<file path="config.mk">
export PLATFORM = sky130hd
export DESIGN_NAME = spi_slave_obi_plug
export DESIGN_NICKNAME = d
export VERILOG_FILES = /design/src/rtl/spi_slave_pkg.sv /design/src/rtl/spi_slave_obi_plug.sv
export SDC_FILE = /design/constraint.sdc
export NUM_CORES = 1
export LEC_CHECK = 0
export CORE_ASPECT_RATIO = 1.4
export CORE_MARGIN = 1.5
export CORE_UTILIZATION = 64
export CTS_CLUSTER_SIZE = 25
export DETAILED_ROUTE_END_ITERATION = 6
export DONT_BUFFER_PORTS = 1
export GPL_TIMING_DRIVEN = 0
export HOLD_SLACK_MARGIN = 0.03
export PLACE_DENSITY = 0.76
export SETUP_SLACK_MARGIN = 0.15
export SLEW_MARGIN = 30
export SYNTH_ARGS = -nofsm -noshare
export SYNTH_HDL_FRONTEND = slang
export SYNTH_SLANG_ARGS = --single-unit
</file>
<file path="constraint.sdc">
create_clock -name sys_clk -period 3.2 [get_ports sys_clk]
set_input_delay 0.16 -clock sys_clk [delete_from_list [all_inputs] [get_ports sys_clk]]
set_output_delay 0.16 -clock sys_clk [all_outputs]
set_load 0.03 [all_outputs]
</file>
<file path="src/rtl/spi_slave_pkg.sv">
// Shared types and constants for the system-clock side of the SPI slave.
package spi_slave_pkg;

  // Bus-plug sequencing: one OBI transaction outstanding at a time.
  typedef enum logic [2:0] {
    IDLE    = 3'd0,
    WR_REQ  = 3'd1,
    WR_RESP = 3'd2,
    RD_REQ  = 3'd3,
    RD_RESP = 3'd4
  } obi_plug_state_e;

  localparam logic [3:0]  OBI_BE_WORD = 4'hF;
  localparam logic [31:0] ADDR_STRIDE = 32'd4;

  // True when the word just granted is the last one before the burst wraps back to its base.
  function automatic logic wrap_hit(input logic [15:0] wcnt, input logic [15:0] wrap_len);
    return (wrap_len != 16'd0) && ((wcnt + 16'd1) == wrap_len);
  endfunction

endpackage

</file>
<file path="src/rtl/spi_slave_obi_plug.sv">
// OBI master that turns SPI-slave address/direction plus CDC FIFO streams into
// single-word bus transactions with auto-increment and optional wrap-around.
module spi_slave_obi_plug
  import spi_slave_pkg::*;
(
  input  logic        sys_clk,
  input  logic        sys_rstn,
  input  logic [31:0] rxtx_addr,
  input  logic        rxtx_addr_valid,
  input  logic        rxtx_rd_wr,
  input  logic [15:0] wrap_length,
  input  logic        cs_sync,
  input  logic [31:0] rx_data,
  input  logic        rx_valid,
  output logic        rx_ready,
  output logic [31:0] tx_data,
  output logic        tx_valid,
  input  logic        tx_ready,
  output logic        obi_req,
  input  logic        obi_gnt,
  output logic [31:0] obi_addr,
  output logic        obi_we,
  output logic [3:0]  obi_be,
  output logic [31:0] obi_wdata,
  input  logic        obi_rvalid,
  input  logic [31:0] obi_rdata
);

  obi_plug_state_e state_q;

  logic [31:0] base_addr_q;
  logic [31:0] curr_addr_q;
  logic [31:0] curr_addr_d;
  logic        mode_q;
  logic        addr_ok_q;
  logic [15:0] wcnt_q;
  logic [15:0] wcnt_d;

  logic [31:0] pend_addr_q;
  logic        pend_mode_q;
  logic        pend_flag_q;

  logic        obi_req_q;
  logic        obi_we_q;
  logic [3:0]  obi_be_q;
  logic [31:0] obi_addr_q;
  logic [31:0] tx_data_q;
  logic        tx_valid_q;

  // Address/word-count values to adopt when the current request is granted.
  always_comb begin
    curr_addr_d = curr_addr_q + ADDR_STRIDE;
    wcnt_d      = wcnt_q + 16'd1;
    if (wrap_hit(wcnt_q, wrap_length)) begin
      curr_addr_d = base_addr_q;
      wcnt_d      = 16'd0;
    end
  end

  // Transaction sequencer with registered bus and TX outputs.
  always_ff @(posedge sys_clk or negedge sys_rstn) begin
    if (!sys_rstn) begin
      state_q     <= IDLE;
      base_addr_q <= 32'd0;
      curr_addr_q <= 32'd0;
      mode_q      <= 1'b0;
      addr_ok_q   <= 1'b0;
      wcnt_q      <= 16'd0;
      pend_addr_q <= 32'd0;
      pend_mode_q <= 1'b0;
      pend_flag_q <= 1'b0;
      obi_req_q   <= 1'b0;
      obi_we_q    <= 1'b0;
      obi_be_q    <= 4'd0;
      obi_addr_q  <= 32'd0;
      tx_data_q   <= 32'd0;
      tx_valid_q  <= 1'b0;
    end else begin
      tx_valid_q <= 1'b0;

      // A new address arriving mid-transaction is parked; a later one replaces it.
      if (rxtx_addr_valid && (state_q != IDLE)) begin
        pend_addr_q <= rxtx_addr;
        pend_mode_q <= rxtx_rd_wr;
        pend_flag_q <= 1'b1;
      end

      case (state_q)
        IDLE: begin
          if (rxtx_addr_valid) begin
            // The freshest address supersedes anything parked earlier.
            base_addr_q <= rxtx_addr;
            curr_addr_q <= rxtx_addr;
            mode_q      <= rxtx_rd_wr;
            wcnt_q      <= 16'd0;
            addr_ok_q   <= 1'b1;
            pend_flag_q <= 1'b0;
          end else if (pend_flag_q) begin
            base_addr_q <= pend_addr_q;
            curr_addr_q <= pend_addr_q;
            mode_q      <= pend_mode_q;
            wcnt_q      <= 16'd0;
            addr_ok_q   <= 1'b1;
            pend_flag_q <= 1'b0;
          end else begin
            if (addr_ok_q && !mode_q && rx_valid) begin
              state_q    <= WR_REQ;
              obi_req_q  <= 1'b1;
              obi_we_q   <= 1'b1;
              obi_be_q   <= OBI_BE_WORD;
              obi_addr_q <= curr_addr_q;
            end else if (addr_ok_q && mode_q && !cs_sync && tx_ready) begin
              state_q    <= RD_REQ;
              obi_req_q  <= 1'b1;
              obi_we_q   <= 1'b0;
              obi_be_q   <= OBI_BE_WORD;
              obi_addr_q <= curr_addr_q;
            end
            // Deselected with nothing left to write: the address is spent.
            if (cs_sync && !rx_valid) begin
              addr_ok_q <= 1'b0;
            end
          end
        end

        WR_REQ, RD_REQ: begin
          if (obi_gnt) begin
            state_q     <= (state_q == WR_REQ) ? WR_RESP : RD_RESP;
            obi_req_q   <= 1'b0;
            obi_we_q    <= 1'b0;
            obi_be_q    <= 4'd0;
            obi_addr_q  <= 32'd0;
            curr_addr_q <= curr_addr_d;
            wcnt_q      <= wcnt_d;
          end
        end

        WR_RESP: begin
          if (obi_rvalid) begin
            state_q <= IDLE;
          end
        end

        RD_RESP: begin
          // TX space was confirmed before the request went out.
          if (obi_rvalid) begin
            tx_data_q  <= obi_rdata;
            tx_valid_q <= 1'b1;
            state_q    <= IDLE;
          end
        end

        default: begin
          state_q <= IDLE;
        end
      endcase
    end
  end

  // The RX FIFO head is the write data; it pops exactly on the accepting grant.
  assign rx_ready  = (state_q == WR_REQ) && obi_gnt;
  assign obi_wdata = (state_q == WR_REQ) ? rx_data : 32'd0;

  assign obi_req  = obi_req_q;
  assign obi_we   = obi_we_q;
  assign obi_be   = obi_be_q;
  assign obi_addr = obi_addr_q;
  assign tx_data  = tx_data_q;
  assign tx_valid = tx_valid_q;

endmodule

</file>
== Word level (Yosys, flattened, before mapping) ==
Index checks and enable logic that the tools add are counted.
Word-level totals
  flip-flop bits (word level): 190
  bits of input ports: 121
  output and inout port bits: 104
  word-level logic and storage cells: 107
Operators by class
  $add $sub $neg: 2
  equal/unequal tests: 11
  mux-type cells: 53
  reductions and logical operators: 26
Operator list (count)
  32-bit two-way mux: 10
  32-bit case mux with 2 select lines: 2
  16-bit two-way mux: 4
  32-bit by 3-bit adder with 32-bit output (second input constant): 1
  16-bit case mux with 2 select lines: 1
  3-bit two-way mux: 7
  1-bit two-way mux: 20
  4-bit two-way mux: 5
  16-bit by 1-bit adder with 16-bit output (second input constant): 1
  16-bit equality test: 1
  16-bit nonzero test: 1
  5-bit AND reduction: 2
  1-bit logical AND: 9
  3-bit case mux with 3 select lines: 1
  4-bit case mux with 2 select lines: 1
  3-bit by 2-bit equality test with 1-bit output (second input constant): 2
  2-bit inequality test (second input constant): 3
  3-bit inequality test (second input constant): 2
  2-bit AND reduction: 3
  3-bit nonzero test: 2
  1-bit case mux with 2 select lines: 2
  2-bit nonzero test: 2
  2-bit OR reduction: 2
  3-bit by 1-bit equality test with 1-bit output (second input constant): 1
  5 further kinds: 7

== Longest topological paths before layout ==
  depth after elaboration: 8
  mapped depth: 12
  gate-level depth less buffers: 9

== Worst setup path after synthesis ==
Ideal clock, no wire load.
  kind: reg-to-reg
  start point: register wcnt_q[1]
  end point: register curr_addr_q[0]
  setup time: 126 ps
  data arrival time: 2647 ps
  data required time: 3074 ps
  setup slack: 428 ps
  stages on the path, launching flop included: 11
  buffers on the path: 1
  clock period less this slack: 2772 ps
  path through: dfrtp_1 > ha_1 > and3_4 > xnor2_1 > or3_1 > a21oi_1 > o22ai_1 > or4_1 > buf_4 > or2_0 > o311a_1
On the way
  longest elaborated chain between the ends: 6
RTL lines
  from (decl): RTL line spi_slave_obi_plug.sv:36  | logic [15:0] wcnt_q;
  from (signal assigned): RTL line spi_slave_obi_plug.sv:134  | wcnt_q <= wcnt_d;
  16-bit by 1-bit adder with 16-bit output: RTL line spi_slave_pkg.sv:18  | return (wrap_len != 16'd0) && ((wcnt + 16'd1) == wrap_len);
  16-bit equality test: RTL line spi_slave_pkg.sv:18
  1-bit logical AND: RTL line spi_slave_pkg.sv:18
  32-bit two-way mux: RTL line spi_slave_obi_plug.sv:54  | if (wrap_hit(wcnt_q, wrap_length)) begin
  32-bit two-way mux: RTL line spi_slave_obi_plug.sv:127  | if (obi_gnt) begin
  32-bit case mux with 2 select lines: RTL line spi_slave_obi_plug.sv:88  | case (state_q)
  to (signal assigned): RTL line spi_slave_obi_plug.sv:93  | curr_addr_q <= rxtx_addr;
  to (signal assigned): RTL line spi_slave_obi_plug.sv:100  | curr_addr_q <= pend_addr_q;
  to (signal assigned): RTL line spi_slave_obi_plug.sv:133  | curr_addr_q <= curr_addr_d;
  to (decl): RTL line spi_slave_obi_plug.sv:32  | logic [31:0] curr_addr_q;
No other way between the ends. The select of a mux whose other input is x is not followed.
A chain may end at the register's enable or synchronous reset.

== Worst setup path in the final report ==
Ends and elaborated chain as after synthesis.

==> flow_metrics.py <==
metrics = {
    "clocking": {
        "cts_num_sinks": 186,
        "cts_tree": "yes",
        "cts-hold-fix-buffers": 70,
        "clock_path_buffers": 2,
        "clk_latency_ns": 0.44,
        "cts_buffers": 17,
        "clk_pin_slew_ns": 0.08,
        "cts-root-buf": "clkbuf_16",
        "h-tree-depth": 4,
    },
    "sta": {
        "rsz0062_at_grt": "yes",
        "fin_setup_tns_ns": 0,
        "final_hold_viol_count": 186,
        "finalClockSkew_ns": 0.0174,
        "relSlewSlack_pct": 41.9,
        "final.setup.worst_slack_ns": 0.232,
        "fin_crit_ns": 2.97,
        "worstMarginPinSlew_ns": 0.865,
        "fmax_mhz": 337,
        "final_max_slew_viol_count": 0,
        "setup_viol": 0,
        "finalCritPeriodShare_pct": 92.8,
        "whs_ns": -0.584,
    },
    "power_and_ir_drop": {
        "powerDensity_nw_per_um2": 1010,
        "irDropWorstVdd_mv": 0.660,
        "leakagePower_nw": 5.01,
    },
    "placement": {
        "dpl_cell_area_um2": 9670,
        "hpwlAfterDp_um": 18400,
        "dpl_worst_slack_ns": -0.338,
        "io_buffers": 0,
        "place_congestion": 0.930,
    },
    "setup_path": {
        "cp-start-kind": "flop",
        "r2r_cells": 10,
        "r2r_start": "wcnt_q[1]$_DFFE_PN0P_",
        "cp.required_ns": 3.52,
        "path_class": "reg2reg",
        "r2r_end": "curr_addr_q[0]$_DFFE_PN0P_",
        "critPathMaxStageDelay_ns": 0.51,
        "cpMaxStageDelayCell": "or4_4",
        "critPathMaxFanout": 10,
        "path_cells": "ha_4 > and3_4 > xnor2_1 > or3_1 > a21oi_2 > o22ai_1 > or4_4 > buf_6 > or2_0 > o311a_1",
        "reg2reg_slack_ns": 0.23,
        "end_kind": "flop",
        "arrival_ns": 3.29,
    },
    "synth": {
        "synthCells": 886,
        "synth_top_cell_by_area": "dfrtp_1",
        "ys_types": 63,
        "avgSynthCellArea_um2": 10.6,
        "synth_top_area_share_pct": 49.4,
        "synth-seq-cells": 186,
        "synth_ff_type": "dfrtp_1",
        "syn_area_um2": 9430,
        "yosysWarnings": 0,
        "async_flop_share_pct": 100,
        "synth_area_leaders": "dfrtp_1, mux2_2, mux2i_1",
        "synth_edf_count": 0,
        "yosysSeqAreaShare_pct": 49.4,
        "syn_nets": 1009,
    },
    "grt": {
        "grtUsageTotal_pct": 37.9,
        "grt_max_degree": 187,
        "grt_util_met3_pct": 7.19,
        "antenna_found_initial": 0,
        "use_met1_pct": 44.7,
        "grt-busiest-layer": "met2",
        "grt_pass1_vias": 8163,
        "grt_pass1_wl_um": 44900,
        "grt_overflow": 0,
        "grt_use_met2_pct": 66.4,
    },
    "route": {
        "ant_nets": 0,
        "routedWlPerCell_um": 24.5,
        "via_count": 7960,
        "drc": 0,
        "drt_iter0_markers": 755,
        "wirelength_um": 29000,
        "dr.pass1.iters": 6,
        "vias_per_cell": 6.73,
    },
    "worst_hold_path": {
        "min_path_type": "in2async",
    },
    "floorplan": {
        "fp.dieArea_um2": 15500,
        "ios": 225,
        "die_h_um": 147,
        "rows": 52,
        "initial_core_util_pct": 65.3,
        "fp.dieW_um": 106,
        "core_area_um2": 14400,
    },
    "layout": {
        "final_cell_mix": "dfrtp_1, dlygate4sd3_1, mux2_2",
        "regArea_um2": 4660,
        "drive_gt1_share_pct": 15.9,
        "areaGrowthSynthToFinish_pct": 18.4,
        "multi_input_area_um2": 4550,
        "num_antenna_cells": 0,
        "fill_cells": 891,
        "nNetsFinal": 1103,
        "final_common_cell": "dfrtp_1",
        "fin_area_um2": 11200,
    },
    "run_status": {
        "status": "complete, but fails checks",
        "violations": "negative hold slack",
    },
    "run": {
        "max-cap-violations": 0,
    },
}
## layer usage
| layer | share of wire, % | wire length, um |
|---|---|---|
| met5 | 0 | 0 |
| met4 | 4.5 | 1300 |
| met3 | 7.8 | 2250 |
| met2 | 51 | 14800 |
| met1 | 37 | 10600 |
## flip-flops by register name, indices dropped and copies added (netlist names)
name,flops
curr_addr_q,32
obi_we,1
wcnt_q,16
state_q,3
obi_addr,32
tx_valid,1
base_addr_q,32
pend_flag_q,1
pend_mode_q,1
tx_data,32
addr_ok_q,1
obi_be,1
pend_addr_q,32
mode_q,1
## critical path, delay by kind of cell, from the launching register on
family,cells,cell delay [ns]
compound gates,3,0.60
xor+xnor,1,0.12
fa+ha+maj,1,0.22
buf+inv,1,0.18
flops,1,0.47
simple gates,4,1.26
## Yosys cell counts (4+ instances only)
cell type,number
dfrtp_1,186
mux2_2,69
nand2_1,63
mux2i_1,54
o21ai_0,54
nor2_1,47
and3_1,42
a21oi_1,41
clkbuf_1,39
a22o_1,33
xnor2_1,29
nand3_1,19
nand4_1,18
o21a_1,16
xor2_1,13
a31oi_1,12
inv_1,12
nor3_1,12
a21o_1,11
a211oi_1,8
buf_2,8
nor4_1,8
o22ai_1,8
buf_4,7
nor2b_1,7
nand2b_1,6
o211ai_1,5
and4_1,4
buf_1,4
or3_1,4
## layout make-up
class / instances / share of cell area, %
Tap cell: 189 / 2.12
Inverter: 12 / 0.404
Clock buffer: 18 / 3.85
Multi-Input combinational cell: 625 / 40.8
Timing Repair Buffer: 75 / 6.62
Clock inverter: 14 / 1.61
Sequential cell: 186 / 41.7
Buffer: 63 / 2.89
## logic make-up after synthesis
logic type	share of synthesized area, %
DFF	49.4
adders and majority gates	0.265
xor gates and xnor gates	3.90
AOI/OAI and AO/OA	14.5
muxes	14.0
and+or+nand+nor	14.3
buffers and inverters	3.64
## worst max path at each step
| stage | start | depth (start not counted) | to | slack [ns] |
|---|---|---|---|---|
| 2_1_floorplan | wcnt_q[1]$_DFFE_PN0P_ | 10 | curr_addr_q[0]$_DFFE_PN0P_ | 0.43 |
| 3_3_place_gp | wcnt_q[1]$_DFFE_PN0P_ | 11 | wcnt_q[9]$_DFFE_PN0P_ | -0.28 |
| 3_5_place_dp | wcnt_q[1]$_DFFE_PN0P_ | 11 | wcnt_q[9]$_DFFE_PN0P_ | -0.34 |
| 4_1_cts | wcnt_q[0]$_DFFE_PN0P_ | 11 | wcnt_q[14]$_DFFE_PN0P_ | 0.15 |
| 5_1_grt | wcnt_q[0]$_DFFE_PN0P_ | 12 | wcnt_q[14]$_DFFE_PN0P_ | 0.11 |
| 6_report | wcnt_q[1]$_DFFE_PN0P_ | 10 | curr_addr_q[0]$_DFFE_PN0P_ | 0.23 |
## where the power goes
part	total (W)	internal, W	switching [W]
Sequential	0.00508	0.00339	0.00169
Clock	0.00217	0.00113	0.00104
Combinational	0.00403	0.00166	0.00237
Total	0.0113	0.00617	0.00510
## metrics by stage
stage / utilization (%) / power (W) / cells
after global placement: 66.9 / 0.00844 / 1075
after CTS: 76.3 / 0.0109 / 1177
after floorplan: - / 0.00759 / 886
final: 77.3 / 0.0113 / 1182
after detailed placement: 66.9 / 0.00866 / 1075
after global routing: 77.3 / 0.0118 / 1182
## repair_timing
action                                 in CTS  in global routing
gates resized for setup                    12                 30
endpoints found under the hold margin     272                186
setup endpoints to repair                  51                 80
pin swaps                                   1                  2
buffers inserted                            0                  5
No activity file was read; power rests on OpenSTA's default activity.
